[src/rtl/fft_tpose_ctrl.sv]
// Ping-pong 4x4 transpose buffer controller: steers 4-beat frames into two banks
// and drains each full bank column-by-column as an uninterrupted 4-cycle burst.
module fft_tpose_ctrl #(
    parameter int FCNT_W = 16
) (
    input  logic              clk,
    input  logic              rst_n,
    input  logic              clr,
    input  logic              in_valid,
    input  logic              in_sof,
    output logic              in_ready,
    output logic [1:0]        wr_en,
    output logic [1:0]        wr_beat,
    output logic [1:0]        rd_en,
    output logic [1:0]        rd_beat,
    output logic              out_sel,
    output logic              out_valid,
    output logic              out_last,
    output logic [FCNT_W-1:0] frame_cnt,
    output logic              err_align
);

    typedef enum logic [1:0] {
        EMPTY,
        FILLING,
        FULL,
        DRAINING
    } bank_state_t;

    bank_state_t       r_bank [2];
    logic              r_wb;
    logic              r_rb;
    logic [1:0]        r_wcnt;
    logic [1:0]        r_rdBeat;
    logic [FCNT_W-1:0] r_frameCnt;
    logic              r_errAlign;
    logic              r_outValid;
    logic              r_outSel;
    logic              r_outLast;

    bank_state_t       w_bankNext [2];
    logic              w_wbNext;
    logic              w_rbNext;
    logic [1:0]        w_wcntNext;
    logic [1:0]        w_rdBeatNext;
    logic [FCNT_W-1:0] w_frameCntNext;
    logic              w_errAlignNext;
    logic              w_outValidNext;
    logic              w_outSelNext;
    logic              w_outLastNext;

    logic              w_inReady;
    logic              w_accept;
    logic              w_rdActive;
    logic [1:0]        w_row;
    logic              w_misaligned;

    assign w_inReady    = (r_bank[r_wb] == EMPTY) || (r_bank[r_wb] == FILLING);
    assign w_accept     = in_valid && w_inReady;
    // A start-of-frame always restarts the row, discarding any partial frame.
    assign w_row        = in_sof ? 2'd0 : r_wcnt;
    assign w_misaligned = (in_sof && (r_wcnt != 2'd0)) || (!in_sof && (r_wcnt == 2'd0));
    assign w_rdActive   = (r_bank[r_rb] == FULL) || (r_bank[r_rb] == DRAINING);

    assign in_ready  = w_inReady;
    assign wr_en     = w_accept ? (r_wb ? 2'b10 : 2'b01) : 2'b00;
    assign wr_beat   = w_accept ? w_row : 2'd0;
    assign rd_en     = w_rdActive ? (r_rb ? 2'b10 : 2'b01) : 2'b00;
    assign rd_beat   = r_rdBeat;
    assign out_sel   = r_outSel;
    assign out_valid = r_outValid;
    assign out_last  = r_outLast;
    assign frame_cnt = r_frameCnt;
    assign err_align = r_errAlign;

    always_comb begin
        w_bankNext[0]  = r_bank[0];
        w_bankNext[1]  = r_bank[1];
        w_wbNext       = r_wb;
        w_rbNext       = r_rb;
        w_wcntNext     = r_wcnt;
        w_rdBeatNext   = r_rdBeat;
        w_frameCntNext = r_frameCnt;
        w_errAlignNext = r_errAlign;
        w_outValidNext = w_rdActive;
        w_outSelNext   = r_rb;
        w_outLastNext  = w_rdActive && (r_rdBeat == 2'd3);

        if (w_accept) begin
            w_bankNext[r_wb] = FILLING;
            w_wcntNext       = w_row + 2'd1;
            if (w_misaligned) begin
                w_errAlignNext = 1'b1;
            end
            if (w_row == 2'd3) begin
                w_bankNext[r_wb] = FULL;
                w_wbNext         = ~r_wb;
                w_wcntNext       = 2'd0;
            end
        end

        // The write side only touches EMPTY/FILLING banks and the drain side only
        // FULL/DRAINING ones, so both updates never target the same bank state.
        if (w_rdActive) begin
            w_bankNext[r_rb] = DRAINING;
            w_rdBeatNext     = r_rdBeat + 2'd1;
            if (r_rdBeat == 2'd3) begin
                w_bankNext[r_rb] = EMPTY;
                w_rbNext         = ~r_rb;
                w_rdBeatNext     = 2'd0;
                w_frameCntNext   = r_frameCnt + FCNT_W'(1);
            end
        end

        if (clr) begin
            w_bankNext[0]  = EMPTY;
            w_bankNext[1]  = EMPTY;
            w_wbNext       = 1'b0;
            w_rbNext       = 1'b0;
            w_wcntNext     = 2'd0;
            w_rdBeatNext   = 2'd0;
            w_frameCntNext = '0;
            w_errAlignNext = 1'b0;
            w_outValidNext = 1'b0;
            w_outSelNext   = 1'b0;
            w_outLastNext  = 1'b0;
        end
    end

    always_ff @(posedge clk or negedge rst_n) begin
        if (!rst_n) begin
            r_bank[0]  <= EMPTY;
            r_bank[1]  <= EMPTY;
            r_wb       <= 1'b0;
            r_rb       <= 1'b0;
            r_wcnt     <= 2'd0;
            r_rdBeat   <= 2'd0;
            r_frameCnt <= '0;
            r_errAlign <= 1'b0;
            r_outValid <= 1'b0;
            r_outSel   <= 1'b0;
            r_outLast  <= 1'b0;
        end else begin
            r_bank[0]  <= w_bankNext[0];
            r_bank[1]  <= w_bankNext[1];
            r_wb       <= w_wbNext;
            r_rb       <= w_rbNext;
            r_wcnt     <= w_wcntNext;
            r_rdBeat   <= w_rdBeatNext;
            r_frameCnt <= w_frameCntNext;
            r_errAlign <= w_errAlignNext;
            r_outValid <= w_outValidNext;
            r_outSel   <= w_outSelNext;
            r_outLast  <= w_outLastNext;
        end
    end

endmodule

[config.mk]
export PLATFORM = sky130hd
export DESIGN_NAME = fft_tpose_ctrl
export DESIGN_NICKNAME = d
export VERILOG_FILES = /design/src/rtl/fft_tpose_ctrl.sv
export SDC_FILE = /design/constraint.sdc
export NUM_CORES = 1
export LEC_CHECK = 0
export ABC_AREA = 0
export ABC_CLOCK_PERIOD_IN_PS = 1500
export BUFFER_PORTS_ARGS = -buffer_cell sky130_fd_sc_hd__buf_4
export CORE_UTILIZATION = 45
export CTS_BUF_LIST = sky130_fd_sc_hd__clkbuf_16
export DETAILED_ROUTE_END_ITERATION = 10
export PLACE_DENSITY = 0.75
export SKIP_CTS_REPAIR_TIMING = 1
export SLEW_MARGIN = 40
export SYNTH_ARGS = -nofsm -noshare
export SYNTH_HDL_FRONTEND = slang
export SYNTH_SLANG_ARGS = --single-unit
[constraint.sdc]
create_clock -name clk -period 1.5 [get_ports clk]
set_input_delay 0.45 -clock clk [delete_from_list [all_inputs] [get_ports clk]]
set_output_delay 0.45 -clock clk [all_outputs]
set_load 0.01 [all_outputs]
==> results.txt <==
* VDD IR max: 0.463 mV
- Beginning of the worst register-to-register path: r_bank[1]
- Global placer's final weighted congestion: 0.760
* Post-DP HPWL: 2.30 mm
* Proportion of netlist area held by the largest area contributor: 51.1%
- The number of buffers and inverters on the critical path is 2.
- The analysis attributes to cell leakage a power of 1.09 nW.
- Headroom to the max-slew limit came out at 74.1%.
- Worst Skew: 0.00255 ns
- At the end of the flow the core is filled with cells to 75.9%.
- Net switching fraction of the power: 20.9%
- Stage delay of the slowest cell on the critical path: 0.40 ns
* Failing checks: DRC, setup timing
- Ys async rst share: 100%
- The average instance in the mapped netlist occupies 9.80 µm².
* Unique masters post-synth: 31
- Cell internal power was estimated by the tool at 1.15 mW.
* Cell at the slowest stage of the critical path: sky130_fd_sc_hd__dfrtp_1
- Inserted Clock Buffers: 3
- Combined area of all synthesized cells: 1370 µm²
- Counting stages on the worst path, the most repeated cell is sky130_fd_sc_hd__buf_6.
- In this run, the number of DRC markers left after iteration 0 of detailed routing was 75.
* PnR Total Power: 1.45 mW
- The later pin in the worst-skew pair is clocked with a latency of 0.26 ns.
* Final count of hold timing violations: 0
- Summed over all layers, the global routing overflow is 0.
- RSZ-0062 raised after global routing: true
- Number of antenna-violating nets in the routed design: 0
* Synthesis-to-layout area growth: 56.5%
- Combinational logic is responsible for 6.0% of the overall power.
- Hold/Removal Path Class: input pin to asynchronous set/reset pin
* WS Path Type: register to output pin
- Clock group share of total power: 41.3%
* Row count: 19
- The cell count after synthesis came out at 140.
* Total of flip-flops plus latches after synthesis: 28
- Layout cells sized above 1: 45.4%
- Worst setup SP type: register
- Max-slew violation count: 0
- Worst R2R Setup Slack: -0.14 ns
- CTS H-tree lvls: 1
- YS warnings: 0
- The signal on the critical path passes through buf_6 -> mux2i_4 -> and3_4 -> buf_6.
- In this run the tool buffered the top-level ports with 33 buffer cells.
- The initial utilization of the core area, before any placement, comes to 48.5%.
- The most used flip-flop cell after synthesis is sky130_fd_sc_hd__dfrtp_1.
* Mapped Nets: 148
* Clock net sink count: 28
- After the last flow step, the layout net total stands at 217.
- Total number of vias: 1349
- Data on the critical path arrives at its endpoint at 1.31 ns.
- Counting I/O delays and the setup requirement, the final critical path takes 1.76 ns.
- First drt pass iteration count: 7
- Die height: 57.2 µm
- The routed design has 3.97 mm of wire.
- Clock transition time at the flip-flop clock pins of the worst setup and hold paths: 0.06 ns
- Summing the sequential cell areas from Yosys gives 51.1% of the chip area.
* Least-Margin Pin Slew: 0.385 ns
- The number of global-route vias before repair was 1196.
* Timing-limited maximum frequency: 569 MHz
* Result of the run: complete, but fails checks
- Max Cap Violations: 0
- Dividing the final minimum period by the clock period gives 117%.
- Top-level port count: 34
- Maximum number of pins on one net before global-route repair: 33
* Standard cell core area: 2830 µm²
- The floorplan step set the die width to 57.2 µm.
- Power share of the sequential group: 52.7%
- CP Data Required Time: 1.05 ns
- Of all cell types, the one taking the most synthesized area is sky130_fd_sc_hd__dfrtp_1.
- First-pass GRT wire length: 5.56 mm
- Setup TNS: -2.12 ns
- In the global route stage, overall resource usage came out at 22.1%.
- Yosys mapped a number of flops with a built-in enable equal to 0.
* Number of antenna violations at the first check in global routing: 0
- After detailed routing, the number of remaining DRC violations is 3.
* Clock tree from TritonCTS: built
- Final setup violating endpoints: 21
* Maximum fanout along the worst path: 5
- Length in cells of the worst reg-to-reg path: 7
- CTS placed an instance of sky130_fd_sc_hd__clkbuf_16 at the clock tree root.
* Endpoint of the worst-slack reg-to-reg timing path: frame_cnt[8]
- Top cells by area in the synthesized netlist: sky130_fd_sc_hd__dfrtp_1 (51%), sky130_fd_sc_hd__nor2_1 (7.4%), sky130_fd_sc_hd__xnor2_1 (5.1%), sky130_fd_sc_hd__mux2i_1 (2.9%), sky130_fd_sc_hd__ha_1 (2.7%)
- Final worst setup slack: -0.258 ns
* Buffer depth of the longest clock path: 2
* Areal power density over the cells: 677 nW/µm²
- The floorplan step defined a die boundary enclosing 3270 µm².
* Crit-path leading delay family: flip-flops
- Endpoint type of the worst setup path: output pin
- Using the TritonRoute via totals, the vias-per-cell ratio works out to 5.67.
- Setup slack after placement: -0.0233 ns
* Average wire per standard cell: 16.7 µm
* P_sw: 0.304 mW
- Diode count: 0
-- how the worst max path moves through the flow --
stage               slack, ns            to        from  cells after the start
finish                  -0.26    wr_beat[0]   r_bank[3]                      4
global route            -0.30    wr_beat[0]   r_bank[1]                      4
CTS                     -0.27    wr_beat[0]        r_wb                      3
detailed placement      -0.02  frame_cnt[5]  rd_beat[1]                      5
global placement         0.03  frame_cnt[5]  rd_beat[1]                      5
floorplan                0.02    wr_beat[0]        r_wb                      2
-- layer usage --
| layer | global-route usage [%] | routed length (µm) | vias up |
|---|---|---|---|
| li1 | - | - | 623 |
| met1 | 29.1 | 1610 | 653 |
| met5 | 0 | 0 | - |
| met4 | 5.23 | 112 | 0 |
| met3 | 3.17 | 282 | 13 |
| met2 | 38.8 | 1960 | 60 |
-- flip-flops by register name, indices dropped and copies added (netlist names) --
signal	flops
frame_cnt	16
r_bank	2
r_wcnt	2
rd_beat	2
err_align	1
out_last	1
out_sel	1
out_valid	1
r_rb	1
r_wb	1
-- power by group through the flow --
stage | Clock [mW] | Sequential, mW | Combinational, mW
floorplan | 0 | 0.781 | 0.0352
global placement | 0 | 0.779 | 0.0792
detailed placement | 0 | 0.780 | 0.0826
CTS | 0.603 | 0.765 | 0.0837
global route | 0.632 | 0.765 | 0.0962
finish | 0.599 | 0.765 | 0.0876
-- final cells by class --
type / count / area, µm²
inverter: 3 / 11.3
timing repair buffer: 68 / 548
clock buffer: 3 / 75.1
tap: 31 / 38.8
sequential: 28 / 703
fill: 182 / 683
multi-input combinational: 105 / 769
-- synthesized netlist by cell type, drive strengths merged, types with 3 or more instances --
cell,number
a21oi,7
a31o,3
a31oi,3
clkbuf,3
dfrtp,28
ha,3
inv,3
mux2i,4
nand2,7
nand3,6
nor2,27
nor2b,4
nor3,6
nor4,3
xnor2,8
xor2,3
-- placed cells by master (no fill, tap or decap), types with 3 or more instances in the layout --
master / instances
sky130_fd_sc_hd__nor2_1: 27
sky130_fd_sc_hd__nand3_1: 5
sky130_fd_sc_hd__buf_4: 58
sky130_fd_sc_hd__a21oi_1: 6
sky130_fd_sc_hd__nor3_1: 3
sky130_fd_sc_hd__nand2_1: 6
sky130_fd_sc_hd__nor2b_1: 4
sky130_fd_sc_hd__inv_1: 3
sky130_fd_sc_hd__mux2i_1: 3
sky130_fd_sc_hd__xnor2_1: 8
sky130_fd_sc_hd__xor2_1: 3
sky130_fd_sc_hd__a31o_2: 3
sky130_fd_sc_hd__clkbuf_16: 3
sky130_fd_sc_hd__a31oi_1: 3
sky130_fd_sc_hd__dfrtp_1: 26
sky130_fd_sc_hd__buf_6: 10
-- kinds of logic (layout without fill, tap and decap cells) --
group	Yosys count	in the layout	synth area share (%)
adders and majority gates	3	3	2.74
DFF	28	28	51.1
and+or+nand+nor	67	67	24.1
muxes	6	6	4.56
xor gates and xnor gates	11	11	7.03
AOI/OAI and AO/OA	18	18	8.30
buffers and inverters	7	74	2.19
-- stage by stage --
step | hold slack (ns) | area [µm²] | instances
6_report | 0.102 | 2150 | 238
3_3_place_gp | 0.382 | 1860 | 225
4_1_cts | 0.115 | 1940 | 228
2_1_floorplan | 0.154 | 1410 | 140
5_1_grt | 0.123 | 2150 | 238
3_5_place_dp | 0.392 | 1860 | 225
No activity file was read; power rests on OpenSTA's default activity.
